## src/rtl/final_cpa_pipe.sv

```systemverilog
// final_cpa_pipe: two-stage carry-propagate adder that resolves a redundant
// sum/carry pair into {ovf, prod} = s_vec + c_vec, with valid/ready
// handshakes on both sides.
//
// Optional feature macro: CPA_SKID_EN. When defined, a one-entry input skid
// buffer is added. in_ready then comes from a register, so there is no
// combinational path from out_ready to in_ready, and capacity grows from
// 2 to 3 pairs.
//
// Ports:
//   clk, rst_n          clock, asynchronous active-low reset
//   s_vec, c_vec        redundant sum / carry vectors (PW bits, weight-aligned)
//   in_valid, in_ready  input handshake
//   prod, ovf           resolved result and carry out of bit PW-1
//   out_valid, out_ready output handshake
module final_cpa_pipe #(
  parameter int PW = 32,
  parameter int LO = PW/2
) (
  input  logic          clk,
  input  logic          rst_n,
  input  logic [PW-1:0] s_vec,
  input  logic [PW-1:0] c_vec,
  input  logic          in_valid,
  output logic          in_ready,
  output logic [PW-1:0] prod,
  output logic          ovf,
  output logic          out_valid,
  input  logic          out_ready
);
  localparam int HI = PW - LO;

  logic          v1, v2, ld1, ld2;
  logic [LO-1:0] lo_sum;
  logic          lo_cy;
  logic [HI-1:0] s_hi, c_hi;

  // Source feeding stage 1: either the live input or the parked skid entry.
  logic          src_valid;
  logic [PW-1:0] src_s, src_c;

  // Stage 2 frees up when empty or draining; stage 1 when empty or moving on.
  // An empty stage loads even if a later stage is stalled.
  assign ld2 = ~v2 | out_ready;
  assign ld1 = ~v1 | ld2;

`ifdef CPA_SKID_EN
  logic          skid_valid;
  logic [PW-1:0] skid_s, skid_c;
  logic          acc;

  // Registered ready; forced low while reset is held.
  assign in_ready = rst_n & ~skid_valid;
  assign acc      = in_valid & in_ready;

  // A parked pair always goes first; while parked, in_ready is 0 so no
  // newer pair can be accepted ahead of it.
  always_comb begin
    src_valid = acc;
    src_s     = s_vec;
    src_c     = c_vec;
    if (skid_valid) begin
      src_valid = 1'b1;
      src_s     = skid_s;
      src_c     = skid_c;
    end
  end

  always_ff @(posedge clk or negedge rst_n) begin
    if (!rst_n) begin
      skid_valid <= 1'b0;
      skid_s     <= '0;
      skid_c     <= '0;
    end else if (skid_valid) begin
      if (ld1) skid_valid <= 1'b0;
    end else if (acc && !ld1) begin
      skid_valid <= 1'b1;
      skid_s     <= s_vec;
      skid_c     <= c_vec;
    end
  end
`else
  assign in_ready  = rst_n & ld1;
  assign src_valid = in_valid & in_ready;
  assign src_s     = s_vec;
  assign src_c     = c_vec;
`endif

  // Lower-half add, carry kept as the extra MSB.
  logic [LO:0] lo_add;
  assign lo_add = {1'b0, src_s[LO-1:0]} + {1'b0, src_c[LO-1:0]};

  // Upper-half add absorbs the stage-1 carry; its MSB is the final carry out.
  logic [HI:0] hi_add;
  assign hi_add = {1'b0, s_hi} + {1'b0, c_hi} + {{HI{1'b0}}, lo_cy};

  // Stage 1: data moves only with valid data; a bubble just clears v1.
  always_ff @(posedge clk or negedge rst_n) begin
    if (!rst_n) begin
      v1     <= 1'b0;
      lo_sum <= '0;
      lo_cy  <= 1'b0;
      s_hi   <= '0;
      c_hi   <= '0;
    end else if (ld1) begin
      v1 <= src_valid;
      if (src_valid) begin
        lo_sum <= lo_add[LO-1:0];
        lo_cy  <= lo_add[LO];
        s_hi   <= src_s[PW-1:LO];
        c_hi   <= src_c[PW-1:LO];
      end
    end
  end

  // Stage 2: holds prod/ovf steady while stalled.
  always_ff @(posedge clk or negedge rst_n) begin
    if (!rst_n) begin
      v2   <= 1'b0;
      prod <= '0;
      ovf  <= 1'b0;
    end else if (ld2) begin
      v2 <= v1;
      if (v1) begin
        prod <= {hi_add[HI-1:0], lo_sum};
        ovf  <= hi_add[HI];
      end
    end
  end

  assign out_valid = v2;

endmodule

```

## config.mk

```make
export PLATFORM = sky130hd
export DESIGN_NAME = final_cpa_pipe
export DESIGN_NICKNAME = d
export VERILOG_FILES = /design/src/rtl/final_cpa_pipe.sv
export SDC_FILE = /design/constraint.sdc
export NUM_CORES = 1
export LEC_CHECK = 0
export BUFFER_PORTS_ARGS = -buffer_cell sky130_fd_sc_hd__buf_2
export CORE_MARGIN = 5
export CORE_UTILIZATION = 36
export DETAILED_ROUTE_END_ITERATION = 8
export GPL_TIMING_DRIVEN = 0
export HOLD_SLACK_MARGIN = 0.1
export PLACE_DENSITY_LB_ADDON = 0.25
export SLEW_MARGIN = 30
export SYNTH_ARGS = -nofsm -noshare
export SYNTH_HDL_FRONTEND = slang
export SYNTH_SLANG_ARGS = --single-unit
```

## constraint.sdc

```tcl
create_clock -name clk -period 5.36 [get_ports clk]
set_clock_uncertainty 0.2 [all_clocks]
set_input_delay 0.268 -clock clk [delete_from_list [all_inputs] [get_ports clk]]
set_output_delay 0.268 -clock clk [all_outputs]
set_load 0.005 [all_outputs]
```

==> results of run 1 <==
-- metal layers --
layer	track usage, %	vias up	routed length, um
li1	-	2249	-
met3	3.113	11	608
met5	0	-	0
met2	28.23	96	6325
met4	5.293	0	170
met1	23.38	2083	6158
-- logic make-up (layout without fill, tap and decap cells) --
logic type	Yosys count	after routing	share of synthesized area (%)
AO/OA/AOI/OAI	128	128	17.94
XOR/XNOR	14	14	2.551
adder cells (fa/ha/maj)	34	34	9.320
buffers and inverters	32	187	2.786
flip-flops	84	84	43.74
AND/OR/NAND/NOR	268	268	23.67
-- registers in the layout, indices dropped and copies added (netlist names) --
name	cells
prod	32
v1	1
ovf	1
lo_cy	1
lo_sum	16
out_valid	1
c_hi	16
s_hi	16
-- cells in the final DEF, fill, tap and decap left out, drive strengths merged, types with 2 or more instances in the layout --
master       Yosys  layout
nand3           19      19
o21ai           38      38
o21bai           5       5
a31oi            2       2
or3              3       3
o21a             8       8
a21o             6       6
nor2            15      15
o211ai          12      12
fa               3       3
ha              31      31
nand4            4       4
inv              9      11
nand2b           5       5
a221o            2       2
xor2             7       7
and3             5       5
a21oi           28      28
a2111oi          2       2
dlygate4sd3      0      36
a311oi           2       2
a211o            2       2
clkinvlp         0       2
a211oi           4       4
xnor2            7       7
nor3b            4       4
o2111ai          4       4
nand2          190     190
dfrtp           84      84
o2111a           3       3
nor2b            3       3
o22ai            2       2
nor3            10      10
buf             10     113
and2             4       4
or4              3       3
clkbuf          13      24
-- Yosys cell counts, drive strengths merged, types with 2 or more instances --
| master | number | area, um2 |
|---|---|---|
| nand3 | 19 | 95.09 |
| nor2 | 15 | 56.30 |
| ha | 31 | 387.9 |
| xor2 | 7 | 61.31 |
| a21o | 6 | 45.04 |
| nor3 | 10 | 50.05 |
| nor3b | 4 | 30.03 |
| o2111ai | 4 | 35.03 |
| and2 | 4 | 25.02 |
| o21bai | 5 | 37.54 |
| a211oi | 4 | 47.54 |
| or4 | 3 | 22.52 |
| o21a | 8 | 60.06 |
| fa | 3 | 60.06 |
| a221o | 2 | 20.02 |
| nand2 | 190 | 713.2 |
| a311oi | 2 | 17.52 |
| nand4 | 4 | 25.02 |
| nand2b | 5 | 31.28 |
| o21ai | 38 | 190.2 |
| buf | 10 | 51.30 |
| a21oi | 28 | 143.9 |
| o22ai | 2 | 12.51 |
| a31oi | 2 | 12.51 |
| a211o | 2 | 17.52 |
| clkbuf | 13 | 48.80 |
| o211ai | 12 | 90.09 |
| o2111a | 3 | 33.78 |
| or3 | 3 | 18.77 |
| nor2b | 3 | 18.77 |
| and3 | 5 | 31.28 |
| xnor2 | 7 | 61.31 |
| dfrtp | 84 | 2102 |
| a2111oi | 2 | 30.03 |
| inv | 9 | 33.78 |
-- worst max-delay path, cell delays in order (launching register included) --
cell     delay (ns)
dfrtp_1        0.41
fa_1           0.52
fa_1           0.45
a21oi_1        0.31
o21ai_0        0.16
a21oi_1        0.33
o21ai_0        0.13
a221o_1        0.30
-- stage by stage --
stage	cells	cell area, um2	worst slack (ns)	utilization, %
after global routing	891	6225	2.303	47.19
after detailed placement	839	5570	2.427	42.23
after floorplan	560	4806	2.821	-
final	891	6225	2.445	47.19
after CTS	891	6225	2.403	47.19
after global placement	838	5537	1.655	41.98
-- final timing paths --
path | to | slack, ns | cells past startpoint
worst min-delay path | lo_sum[1] | 0.11 | 4
max in group asynchronous | c_hi[3] | 4.23 | 3
worst max-delay path | prod[30] | 2.44 | 7
min in group asynchronous | prod[31] | 0.18 | 2
worst min register to register | prod[5] | 0.27 | 2
worst max register to register | prod[30] | 2.44 | 7
-- layout make-up --
type	instances	area, um2	share of cell area [%]
plain buffers	23	100.1	1.608
clock buffers	11	252.7	4.060
clock inverters	5	41.29	0.6633
inverters	9	33.78	0.5427
multi-input cells	444	2570	41.29
flip-flops and latches	84	2102	33.77
well taps	176	220.2	3.538
repair buffers	139	904.6	14.53
-- power breakdown --
group	switching, uW	total [uW]	internal (uW)
Sequential	95.7	887	791
Clock	260	603	343
Combinational	392	706	314
Total	748	2200	1450
==> impl_metrics.csv, run 1 <==
group,metric,value,unit
setup_path,critPathMaxFanout,4,
place,port_buffers,102,
logic_synthesis,synthCells,560,
timing,period_needed,2.915,ns
timing,holdWs,0.1144,ns
setup_path,setup.worst_path.start,"lo_cy",
clock_tree,cts_buffer_depth,2,
floorplanning,row_count,42,
power_and_ir_drop,p_total,2196,uW
timing,rsz0062_at_grt,"false",
logic_synthesis,synth-async-reset-ratio,100.0,%
floorplanning,die_area,15760,um2
place,dp_hpwl,10150,um
logic_synthesis,synth_flop_cell,"dfrtp_1",
timing,finalHoldViolCount,0,
clock_tree,cts_tree,"done",
clock_tree,clockRootBuffer,"clkbuf_16",
status,status,"completed",
run,max-cap-violations,0,
worst_hold_path,min-delay-start,"c_vec[1]",
floorplanning,dieWidth,125.5,um
routing,wl_per_cell,14.88,um
place,gp_congestion,0.9079,
setup_path,cp-end-kind,"flop",
logic_synthesis,yosysWarnings,0,
power_and_ir_drop,ir_worst_vdd,187.3,uV
floorplanning,start_util,36.44,%
clock_tree,postCtsSetupBuffers,0,
clock_tree,cts_resized,0,
floorplanning,boundaryPins,103,
clock_tree,cts_buffers,9,
routing,drc,0,
clock_tree,ctsHoldBuffers,36,
global_routing,grt_util_all_layers,17.27,%
cells_and_area,drive_above_1_share,18.74,%
routing,drtIter0Drc,207,
global_routing,grt_pass1_vias,4483,
timing,timing.fmax,0.3430,GHz
global_routing,grt_pass1_wl,22240,um
cells_and_area,layout.nets,812,
worst_hold_path,hold_path.class,"in -> reg",
routing,antenna_left,0,
clock_tree,cts_sinks,84,
floorplanning,die_h,125.5,um
routing,vias,4439,
timing,tightest_slew,0.7356,ns
timing,fin_crit_sh,54.39,%
global_routing,antenna_found_initial,0,
cells_and_area,fillCellCount,1295,
cells_and_area,syn_to_final_growth,29.52,%
logic_synthesis,syn_nets,662,
setup_path,reg2reg_from,"lo_cy",
logic_synthesis,yosysSeqAreaShare,43.74,%
clock_tree,insertion_delay,0.34,ns
setup_path,critical_path_class,"reg -> reg",
timing,finalSetupViolCount,0,
logic_synthesis,syn_area,4806,um2
floorplanning,design.core.area,13190,um2
clock_tree,htreeDepth,3,
routing,viasPerCell,4.982,
logic_synthesis,synth_edf_count,0,
routing,wirelength,13260,um
logic_synthesis,synth_seq_cells,84,
setup_path,crit_arrival,2.94,ns
routing,dr.pass1.iters,4,
global_routing,overflow,0,
clock_tree,clkTransAtPathRegs,0.07,ns
setup_path,cp-start-kind,"flop",
timing,finalSetupTns,0,ns
timing,finalMaxSlewViolations,0,
setup_path,required,5.38,ns
power_and_ir_drop,power_density,352.8,nW/um2
timing,slew_headroom,50.51,%
logic_synthesis,ys_types,52,
cells_and_area,antennaDiodeCount,0,
global_routing,grt_max_degree,56,
power_and_ir_drop,total_leakage_power,0.003071,uW
logic_synthesis,postSynthAreaPerCell,8.582,um2
No activity file was read; power rests on OpenSTA's default activity.
==> inputs of run 2 (changes only) <==
==> constraint.sdc (replaced) <==
create_clock -name clk -period 2.4 [get_ports clk]
set_clock_uncertainty 0.2 [all_clocks]
set_input_delay 0.12 -clock clk [delete_from_list [all_inputs] [get_ports clk]]
set_output_delay 0.12 -clock clk [all_outputs]
set_load 0.005 [all_outputs]
==> run 2 against run 1 <==
  * Sequential power grew 120%
  * Total power up 140%
  * Sequential cell count stayed put
  * Clock power grew to 2.5 times the previous value
  * Utilization increased by 2.4 points
  * Cell area rose by 5.0%
  * Final cell count is 1.6% higher
  * Critical path type unchanged
  * Highest routed layer unchanged
==> impl_metrics.csv, run 2 (synthesis results as in run 1) <==
group,metric,value,unit
status,status,"completed",
routing,wl_per_cell,15.40,um
global_routing,grt_max_degree,46,
timing,finalSetupViolCount,0,
place,port_buffers,102,
power_and_ir_drop,ir_worst_vdd,409.8,uV
global_routing,grt_use_met1,24.18,%
power_and_ir_drop,switchingPower,1755,uW
cells_and_area,top_register,"prod",
setup_path,required,2.48,ns
cells_and_area,syn_to_final_growth,36.01,%
place,dp_cells,839,
timing,finalHoldViolCount,0,
floorplanning,dieWidth,125.5,um
timing,period_needed,2.399,ns
setup_path,crit_arrival,2.48,ns
cells_and_area,drive_above_1_share,22.22,%
global_routing,grt_pass1_wl,23230,um
routing,drtIter0Drc,243,
global_routing,overflow,0,
global_routing,gr-usage-met2,30.11,%
routing,drc,0,
floorplanning,die_h,125.5,um
timing,tightest_slew,0.6164,ns
power_and_ir_drop,p_comb_share,33.2,%
routing,vias,4568,
timing,rsz0062_at_grt,"true",
cells_and_area,antennaDiodeCount,0,
clock_tree,clockRootBuffer,"clkbuf_16",
floorplanning,boundaryPins,103,
setup_path,cp-start-kind,"flop",
worst_hold_path,hold_path.class,"in -> reg",
place,pre_cts_slack,-0.3093,ns
timing,finalSetupTns,0,ns
setup_path,cp-end-kind,"flop",
cells_and_area,final_common_cell,"nand2_1",
clock_tree,cts_buffers,9,
floorplanning,row_count,42,
run,max-cap-violations,0,
floorplanning,design.core.area,13190,um2
power_and_ir_drop,switching_share,33.47,%
cells_and_area,fin_cells,905,
routing,dr.pass1.iters,4,
routing,antenna_left,0,
global_routing,top_usage_layer,"met2",
timing,fin_crit_sh,99.97,%
power_and_ir_drop,pwr-share-seq,37.8,%
worst_hold_path,min-delay-start,"c_vec[4]",
timing,finalMaxSlewViolations,0,
power_and_ir_drop,total_leakage_power,0.003181,uW
power_and_ir_drop,power_density,802.0,nW/um2
worst_hold_path,min_to,"lo_sum[4]",
timing,setup_slack,0.0007863,ns
routing,viasPerCell,5.048,
place,dp_hpwl,10290,um
timing,timing.fmax,0.4168,GHz
setup_path,reg2reg_setup_slack,0.0008,ns
timing,holdWs,0.1109,ns
power_and_ir_drop,intPower,3487,uW
global_routing,grt_pass1_vias,4627,
setup_path,critPathMaxFanout,3,
cells_and_area,final_core_util,49.55,%
cells_and_area,largest_register_ff_count,32,
floorplanning,start_util,36.44,%
cells_and_area,fillCellCount,1280,
routing,wirelength,13940,um
clock_tree,cts_sinks,84,
clock_tree,htreeDepth,3,
global_routing,grt_util_all_layers,18.06,%
global_routing,antenna_found_initial,0,
clock_tree,insertion_delay,0.34,ns
clock_tree,clkTransAtPathRegs,0.07,ns
worst_hold_path,holdPathStages,4,
clock_tree,cts_tree,"done",
setup_path,reg2reg_from,"lo_cy",
global_routing,use_met3,2.814,%
floorplanning,die_area,15760,um2
clock_tree,cts_buffer_depth,2,
power_and_ir_drop,p_clk_share,29.0,%
setup_path,r2r-end,"prod[30]",
setup_path,reg2reg_depth,8,
cells_and_area,layout.nets,827,
setup_path,critical_path_class,"reg -> reg",
cells_and_area,final_cell_mix,"190 x nand2_1, 109 x buf_2, 84 x dfrtp_1",
place,gp_congestion,0.8914,
timing,slew_headroom,58.91,%
[run 2: how the worst max path moves through the flow]
stage                 start       end  slack, ns  depth (start not counted)
global route          lo_cy  prod[30]      -0.09                          8
detailed placement    lo_cy  prod[30]      -0.31                          7
global placement      rst_n   c_hi[9]      -1.12                          6
CTS                 c_hi[0]  prod[28]      -0.06                          8
finish                lo_cy  prod[30]     0.0008                          8
floorplan             lo_cy  prod[30]       0.01                          7
[run 2: power groups by stage]
stage	registers (uW)	clock network, uW	logic (uW)
2_1_floorplan	1980	0	952
3_3_place_gp	2000	0	1530
3_5_place_dp	2010	0	1560
4_1_cts	1980	1550	1710
5_1_grt	2020	1590	1950
6_report	1980	1520	1740
[run 2: layout make-up]
type | count | area (um2) | area share [%]
Multi-Input combinational cell | 444 | 2700 | 41.31
Sequential cell | 84 | 2102 | 32.16
Timing Repair Buffer | 154 | 1056 | 16.16
Clock buffer | 10 | 239.0 | 3.656
Tap cell | 176 | 220.2 | 3.369
Buffer | 23 | 100.1 | 1.531
Clock inverter | 5 | 85.08 | 1.302
Inverter | 9 | 33.78 | 0.5168
[run 2: metal layers]
layer	share of wire, %	vias up
li1	-	2275
met1	45	2159
met2	49	111
met3	4.8	23
met4	1.7	0
met5	0	-
[run 2: worst max-delay path, cell delays in order, from the launching register on]
cell	delay, ns
dfrtp_1	0.40
fa_2	0.46
fa_2	0.39
a21oi_4	0.15
o21ai_1	0.10
a21oi_2	0.21
buf_4	0.16
o2111a_1	0.17
a221o_1	0.10
[run 2: per-stage QoR]
stage	cell area, um2	total power, uW
global placement	5545	3523
floorplan	4815	2929
CTS	6462	5246
detailed placement	5579	3565
global route	6536	5566
finish	6536	5242
[run 2: what timing repair did]
item,4_1_cts,5_1_grt
setup buffers,4,1
pin swaps,10,7
endpoints found under the setup margin,5,15
hold buffers,46,0
hold endpoints to repair,124,0
resized for setup,12,18
